## src/rtl/result_frame_encoder_pkg.sv

```systemverilog
// Shared constants and types for the result frame encoder.
package result_frame_encoder_pkg;

    localparam int unsigned GATE_BITS_DEFAULT = 5;
    localparam int unsigned MAX_GATES_DEFAULT = 32;

    localparam logic [7:0] FRAME_RESULT = 8'h52;
    localparam logic [7:0] FRAME_FAIL   = 8'h46;
    localparam logic [7:0] FRAME_ERROR  = 8'h45;

    typedef enum logic [3:0] {
        IDLE,
        CAPTURE,
        SEND_HDR,
        SEND_LEN,
        SEND_GATES,
        SEND_SUM,
        SEND_FAIL,
        SEND_ERR,
        DONE
    } state_t;

    // True for every state that offers a byte to the transmitter.
    function automatic logic is_send_state(input state_t s);
        return (s == SEND_HDR) || (s == SEND_LEN) || (s == SEND_GATES) ||
               (s == SEND_SUM) || (s == SEND_FAIL) || (s == SEND_ERR);
    endfunction

endpackage

```

## src/rtl/result_frame_encoder_if.sv

```systemverilog
// Control, gate-capture and transmit handshake bundle of the encoder.
interface result_frame_encoder_if #(
    parameter int unsigned GATE_BITS = result_frame_encoder_pkg::GATE_BITS_DEFAULT
);
    import result_frame_encoder_pkg::*;

    logic                 start;
    logic                 found;
    logic [GATE_BITS-1:0] gate_in;
    logic                 gate_valid;
    logic                 gate_last;
    logic                 gate_ready;
    logic [7:0]           transmit_byte;
    logic                 transmit_ready;
    logic                 transmit_available;
    logic                 busy;
    logic                 done;

    // Upstream side: coordinator/search path plus the UART's ready line.
    modport master (
        output start, found, gate_in, gate_valid, gate_last, transmit_available,
        input  gate_ready, transmit_byte, transmit_ready, busy, done
    );

    // Encoder side.
    modport slave (
        input  start, found, gate_in, gate_valid, gate_last, transmit_available,
        output gate_ready, transmit_byte, transmit_ready, busy, done
    );

endinterface

```

## src/rtl/result_frame_encoder_sequence_gate_buffer.sv

```systemverilog
// Gate storage: append-only synchronous write, combinational indexed read.
module sequence_gate_buffer
    import result_frame_encoder_pkg::*;
#(
    parameter  int unsigned MAX_GATES = MAX_GATES_DEFAULT,
    parameter  int unsigned GATE_BITS = GATE_BITS_DEFAULT,
    localparam int unsigned IDX_W     = $clog2(MAX_GATES),
    localparam int unsigned CNT_W     = $clog2(MAX_GATES + 1)
) (
    input  logic                 clk,
    input  logic                 reset,
    input  logic                 clear,
    input  logic                 wr_en,
    input  logic [GATE_BITS-1:0] wr_data,
    input  logic [IDX_W-1:0]     rd_idx,
    output logic [GATE_BITS-1:0] rd_data,
    output logic [CNT_W-1:0]     count,
    output logic                 full
);

    logic [GATE_BITS-1:0] mem [MAX_GATES];

    assign full    = (count == CNT_W'(MAX_GATES));
    assign rd_data = mem[rd_idx];

    // Fill level; writes beyond capacity are dropped.
    always_ff @(posedge clk) begin
        if (reset) begin
            count <= '0;
        end else if (clear) begin
            count <= '0;
        end else if (wr_en && !full) begin
            count <= count + CNT_W'(1);
        end
    end

    // Store the gate at the current fill position.
    always_ff @(posedge clk) begin
        if (wr_en && !full) begin
            mem[IDX_W'(count)] <= wr_data;
        end
    end

endmodule

```

## src/rtl/result_frame_encoder.sv

```systemverilog
// Captures a gate sequence (or failure) and emits a framed reply byte by byte.
module result_frame_encoder
    import result_frame_encoder_pkg::*;
#(
    parameter int unsigned MAX_GATES = MAX_GATES_DEFAULT,
    parameter int unsigned GATE_BITS = GATE_BITS_DEFAULT
) (
    input  logic                   clk,
    input  logic                   reset,
    result_frame_encoder_if.slave  bus
);

    localparam int unsigned IDX_W = $clog2(MAX_GATES);
    localparam int unsigned CNT_W = $clog2(MAX_GATES + 1);

    state_t               state;
    state_t               state_next;
    logic [CNT_W-1:0]     rd_idx;
    logic [CNT_W-1:0]     rd_idx_next;
    logic [7:0]           gate_sum;
    logic [7:0]           gate_sum_next;
    logic                 overflow;
    logic                 overflow_next;
    logic [7:0]           byte_next;
    logic                 buf_clear;
    logic                 buf_wr;
    logic                 buf_full;
    logic [CNT_W-1:0]     count;
    logic [GATE_BITS-1:0] rd_data;
    logic                 gate_xfer;
    logic                 tx_xfer;

    assign gate_xfer = bus.gate_valid && bus.gate_ready;
    assign tx_xfer   = bus.transmit_ready && bus.transmit_available;

    sequence_gate_buffer #(
        .MAX_GATES (MAX_GATES),
        .GATE_BITS (GATE_BITS)
    ) u_buffer (
        .clk     (clk),
        .reset   (reset),
        .clear   (buf_clear),
        .wr_en   (buf_wr),
        .wr_data (GATE_BITS'(bus.gate_in)),
        .rd_idx  (IDX_W'(rd_idx_next)),
        .rd_data (rd_data),
        .count   (count),
        .full    (buf_full)
    );

    // Next state, datapath updates and the byte to present next cycle.
    always_comb begin
        state_next    = state;
        rd_idx_next   = rd_idx;
        gate_sum_next = gate_sum;
        overflow_next = overflow;
        buf_clear     = 1'b0;
        buf_wr        = 1'b0;
        byte_next     = 8'h00;

        case (state)
            IDLE: begin
                if (bus.start) begin
                    buf_clear     = 1'b1;
                    gate_sum_next = 8'h00;
                    overflow_next = 1'b0;
                    rd_idx_next   = '0;
                    state_next    = bus.found ? CAPTURE : SEND_FAIL;
                end
            end
            CAPTURE: begin
                if (gate_xfer) begin
                    if (buf_full) begin
                        overflow_next = 1'b1;
                    end else begin
                        buf_wr        = 1'b1;
                        gate_sum_next = gate_sum + 8'(bus.gate_in);
                    end
                    // A drop on the final gate still counts as overflow.
                    if (bus.gate_last) begin
                        state_next = (overflow || buf_full) ? SEND_ERR : SEND_HDR;
                    end
                end
            end
            SEND_HDR: begin
                if (tx_xfer) state_next = SEND_LEN;
            end
            SEND_LEN: begin
                if (tx_xfer) begin
                    rd_idx_next = '0;
                    state_next  = SEND_GATES;
                end
            end
            SEND_GATES: begin
                if (tx_xfer) begin
                    rd_idx_next = rd_idx + CNT_W'(1);
                    if (rd_idx == count - CNT_W'(1)) state_next = SEND_SUM;
                end
            end
            SEND_SUM, SEND_FAIL, SEND_ERR: begin
                if (tx_xfer) state_next = DONE;
            end
            DONE: begin
                state_next = IDLE;
            end
            default: begin
                state_next = IDLE;
            end
        endcase

        case (state_next)
            SEND_HDR:   byte_next = FRAME_RESULT;
            SEND_LEN:   byte_next = 8'(count);
            SEND_GATES: byte_next = 8'(rd_data);
            SEND_SUM:   byte_next = 8'(count) + gate_sum;
            SEND_FAIL:  byte_next = FRAME_FAIL;
            SEND_ERR:   byte_next = FRAME_ERROR;
            default:    byte_next = 8'h00;
        endcase
    end

    // State, datapath and registered outputs.
    always_ff @(posedge clk) begin
        if (reset) begin
            state              <= IDLE;
            rd_idx             <= '0;
            gate_sum           <= 8'h00;
            overflow           <= 1'b0;
            bus.gate_ready     <= 1'b0;
            bus.transmit_ready <= 1'b0;
            bus.transmit_byte  <= 8'h00;
            bus.busy           <= 1'b0;
            bus.done           <= 1'b0;
        end else begin
            state              <= state_next;
            rd_idx             <= rd_idx_next;
            gate_sum           <= gate_sum_next;
            overflow           <= overflow_next;
            bus.gate_ready     <= (state_next == CAPTURE);
            bus.transmit_ready <= is_send_state(state_next);
            bus.transmit_byte  <= byte_next;
            bus.busy           <= (state_next != IDLE) && (state_next != DONE);
            bus.done           <= (state_next == DONE);
        end
    end

endmodule

```

## src/flat_wrapper.sv

```systemverilog
// flat-port wrapper written by rule: the top's interface ports become plain ports
module result_frame_encoder_flat import result_frame_encoder_pkg::*;
#(
    parameter int unsigned MAX_GATES = MAX_GATES_DEFAULT,
    parameter int unsigned GATE_BITS = GATE_BITS_DEFAULT
)
  (clk, reset, bus_start, bus_found, bus_gate_in, bus_gate_valid, bus_gate_last, bus_transmit_available, bus_gate_ready, bus_transmit_byte, bus_transmit_ready, bus_busy, bus_done);
  result_frame_encoder_if #(.GATE_BITS(GATE_BITS)) bus_i ();
  input  logic clk;
  input  logic reset;
  input wire logic [$bits(bus_i.start)-1:0] bus_start;
  input wire logic [$bits(bus_i.found)-1:0] bus_found;
  input wire logic [$bits(bus_i.gate_in)-1:0] bus_gate_in;
  input wire logic [$bits(bus_i.gate_valid)-1:0] bus_gate_valid;
  input wire logic [$bits(bus_i.gate_last)-1:0] bus_gate_last;
  input wire logic [$bits(bus_i.transmit_available)-1:0] bus_transmit_available;
  output wire logic [$bits(bus_i.gate_ready)-1:0] bus_gate_ready;
  output wire logic [$bits(bus_i.transmit_byte)-1:0] bus_transmit_byte;
  output wire logic [$bits(bus_i.transmit_ready)-1:0] bus_transmit_ready;
  output wire logic [$bits(bus_i.busy)-1:0] bus_busy;
  output wire logic [$bits(bus_i.done)-1:0] bus_done;
  assign bus_i.start = bus_start;
  assign bus_i.found = bus_found;
  assign bus_i.gate_in = bus_gate_in;
  assign bus_i.gate_valid = bus_gate_valid;
  assign bus_i.gate_last = bus_gate_last;
  assign bus_i.transmit_available = bus_transmit_available;
  assign bus_gate_ready = bus_i.gate_ready;
  assign bus_transmit_byte = bus_i.transmit_byte;
  assign bus_transmit_ready = bus_i.transmit_ready;
  assign bus_busy = bus_i.busy;
  assign bus_done = bus_i.done;
  result_frame_encoder #(.MAX_GATES(MAX_GATES), .GATE_BITS(GATE_BITS)) u_core (.clk(clk), .reset(reset), .bus(bus_i));
endmodule
```

## config.mk

```make
export PLATFORM = sky130hd
export DESIGN_NAME = result_frame_encoder_flat
export DESIGN_NICKNAME = d
export VERILOG_FILES = /design/src/rtl/result_frame_encoder_pkg.sv /design/src/rtl/result_frame_encoder_if.sv /design/src/rtl/result_frame_encoder_sequence_gate_buffer.sv /design/src/rtl/result_frame_encoder.sv /design/src/flat_wrapper.sv
export SDC_FILE = /design/constraint.sdc
export NUM_CORES = 1
export LEC_CHECK = 0
export BUFFER_PORTS_ARGS = -buffer_cell sky130_fd_sc_hd__buf_2
export CORE_MARGIN = 5
export CORE_UTILIZATION = 61
export DETAILED_ROUTE_END_ITERATION = 8
export PLACE_DENSITY = 0.88
export SETUP_SLACK_MARGIN = 0.3
export SLEW_MARGIN = 10
export SYNTH_ARGS = -nofsm -noshare
export SYNTH_HDL_FRONTEND = slang
export SYNTH_HIERARCHICAL = 1
export SYNTH_SLANG_ARGS = --single-unit
```

## constraint.sdc

```tcl
create_clock -name clk -period 5.1 [get_ports clk]
set_input_delay 1.02 -clock clk [delete_from_list [all_inputs] [get_ports clk]]
set_output_delay 1.02 -clock clk [all_outputs]
set_load 0.02 [all_outputs]
```

==> qor.yml <==
status: "finished, final reports clean"
min_period_over_period: 0.814
io_pins: 24
finalPower_mw: 3.23
reg2reg_slack_ps: 950
cts_tree: "done"
cts-hold-fix-buffers: 0
nNetsFinal: 621
final_area_sq_um: 9590
criticalPathCategory: "reg -> reg"
syn_area_per_cell_sq_um: 15.3
start_util: 0.624
start_kind: "flip-flop"
grt_pass1_vias: 5078
ys_top_cells_by_area: "edfxtp_1 55%, mux4_2 13%, dfxtp_1 8.5%"
clkSinkCount: 197
antenna_found_initial: 0
place_area_sq_um: 8990
fin_skew_ps: 9.82
fp.dieH_um: 129
drive_gt1_frac: 0.208
drv_slew: 0
crit_arrival_ps: 4430
synth_top_area_cell: "edfxtp_1"
yosysTopAreaCellShare: 0.552
cts_resized: 0
wl_per_cell_um: 23.9
mostFrequentLayoutCell: "edfxtp_1"
cp_top_family: "multiplexers"
root_buffer: "clkbuf_16"
postCtsSetupBuffers: 0
grt_use_total: 0.238
drc_errors: 0
mostFrequentLayoutCells: "160 x edfxtp_1, 61 x nor2_1, 50 x mux4_2"
synthCells: 567
core_region_area_sq_um: 13900
path_buf_inv: 2
antenna_left: 0
crit_chain: "or4b_1, a21oi_1, o21ai_0, o31ai_4, buf_4, mux4_2, mux4_2, mux2_2, inv_1, o21ai_0, nand3b_1, o311ai_1"
hold_violations: 0
p_leak_nw: 3.11
vias: 5161
worstPathRequired_ps: 5380
h-tree-depth: 4
synth_ff_type: "edfxtp_1"
ys_warn_count: 6
max_cap_viol_count: 0
hold_class: "reg -> reg"
grt_pass1_wl_mm: 29.4
dpl.hpwl_mm: 12.0
whs_ps: 523
max_stage_delay_ps: 650
port_buffers: 23
insertion_delay_ps: 440
powerDensity_nw_per_um2: 337
setup_tns_ps: 0
n_antenna_cell: 0
async_flop_share: 0
fill_cells: 855
drt_pass1_iterations: 5
cpMaxStageDelayCell: "or4b_1"
rows: 43
grt_max_degree: 42
timing.slew.headroom: 0.211
dieWidth_um: 129
ys_seq_area_frac: 0.637
period_needed_ps: 4150
synth_edf_count: 160
grt_remaining_overflow: 0
area_growth_pct: 10.2
peakVddDrop_mv: 0.348
rsz0062_at_grt: "no"
place_congestion: 0.881
setup_ws_ps: 950
ys_ff_latch: 197
place_ws_ps: 754
first_iter_violations: 619
tightest_slew_ps: 1180
cts_buffer_depth: 2
cts_inserted_buffers: 17
ys_types: 62
wl_mm: 18.7
synth_nets: 599
dieArea_sq_um: 16800
setup-violations-final: 0
syn_area_sq_um: 8700
clk_pin_slew_worst_paths_ps: 70
end_kind: "flip-flop"
via_per_inst: 6.60
cp_max_fo: 41
fmax_mhz: 241
[logic make-up (layout without fill, tap and decap cells)]
kind of cell    Yosys count  after routing  synth area share
mux                      60             60             0.142
buf+inv                  41             76            0.0230
compound gates           84             84            0.0674
xor+xnor                 17             17            0.0171
flops                   197            197             0.637
fa+ha+maj                20             20            0.0305
simple gates            148            148            0.0830
[where the power goes]
group	switching [mW]	internal, mW
clock network	0.624	0.694
registers	0.0118	1.74
logic	0.106	0.0474
[synthesized netlist by cell type (all sizes together) (3+ instances only)]
| cell | number |
|---|---|
| a211oi | 4 |
| a21o | 7 |
| dfxtp | 37 |
| nor2 | 61 |
| mux2i | 4 |
| ha | 18 |
| edfxtp | 160 |
| buf | 13 |
| inv | 13 |
| a2111oi | 3 |
| a31oi | 3 |
| xnor2 | 12 |
| o21a | 3 |
| o21ai | 16 |
| a21oi | 15 |
| nand4 | 4 |
| nand3b | 3 |
| o311ai | 3 |
| nor4 | 3 |
| mux4 | 50 |
| nand2 | 23 |
| nand2b | 4 |
| or2 | 3 |
| or3 | 6 |
| o31ai | 3 |
| a22o | 3 |
| nor2b | 14 |
| nor3 | 6 |
| clkbuf | 14 |
| nand3 | 7 |
| and2 | 5 |
| xor2 | 5 |
| a22oi | 7 |
| mux2 | 6 |
[final cells by class]
type	instances	area, sq um	share of cell area
multi-input combinational	329	2980	0.311
clock buffer	17	425	0.0444
sequential	197	5550	0.578
inverter	14	52.6	0.00548
tap	180	225	0.0235
timing repair buffer	30	193	0.0201
clock inverter	15	171	0.0179
[per-stage QoR]
stage	instances	util
6_report	782	0.688
5_1_grt	782	0.688
4_1_cts	782	0.688
3_5_place_dp	750	0.645
3_3_place_gp	750	0.645
2_1_floorplan	567	-
[worst min-delay path: cells and delay by family (launching register included)]
kind	cells	cell delay (ps)
flip-flops	1	340
AO/OA/AOI/OAI	2	140
[per-layer routing]
| layer | global-route usage | vias to the layer above | wire (um) |
|---|---|---|---|
| met2 | 0.382 | 257 | 9310 |
| met5 | 0 | - | 0 |
| met3 | 0.0528 | 30 | 1220 |
| li1 | - | 2269 | - |
| met1 | 0.329 | 2605 | 7760 |
| met4 | 0.0795 | 0 | 370 |
[state kept, by name, summed over array words and instances, names as in the netlist, 4 cells and up]
register and flops:
u_core/gate_sum 8, u_core/u_buffer/count 6, u_core/u_buffer/mem 160, u_core/rd_idx 6, u_core/bus.transmit_byte 8, u_core/state 4
[worst paths after layout]
kind              cells after the start          startpoint                          end
setup / recovery                     12     u_core/state[2]  u_core/bus.transmit_byte[1]
hold / removal                        2  u_core/gate_sum[7]           u_core/gate_sum[7]
setup reg to reg                     12     u_core/state[2]  u_core/bus.transmit_byte[1]
hold reg to reg                       2  u_core/gate_sum[7]           u_core/gate_sum[7]
Note: power is estimated with default switching activity, not from simulation.
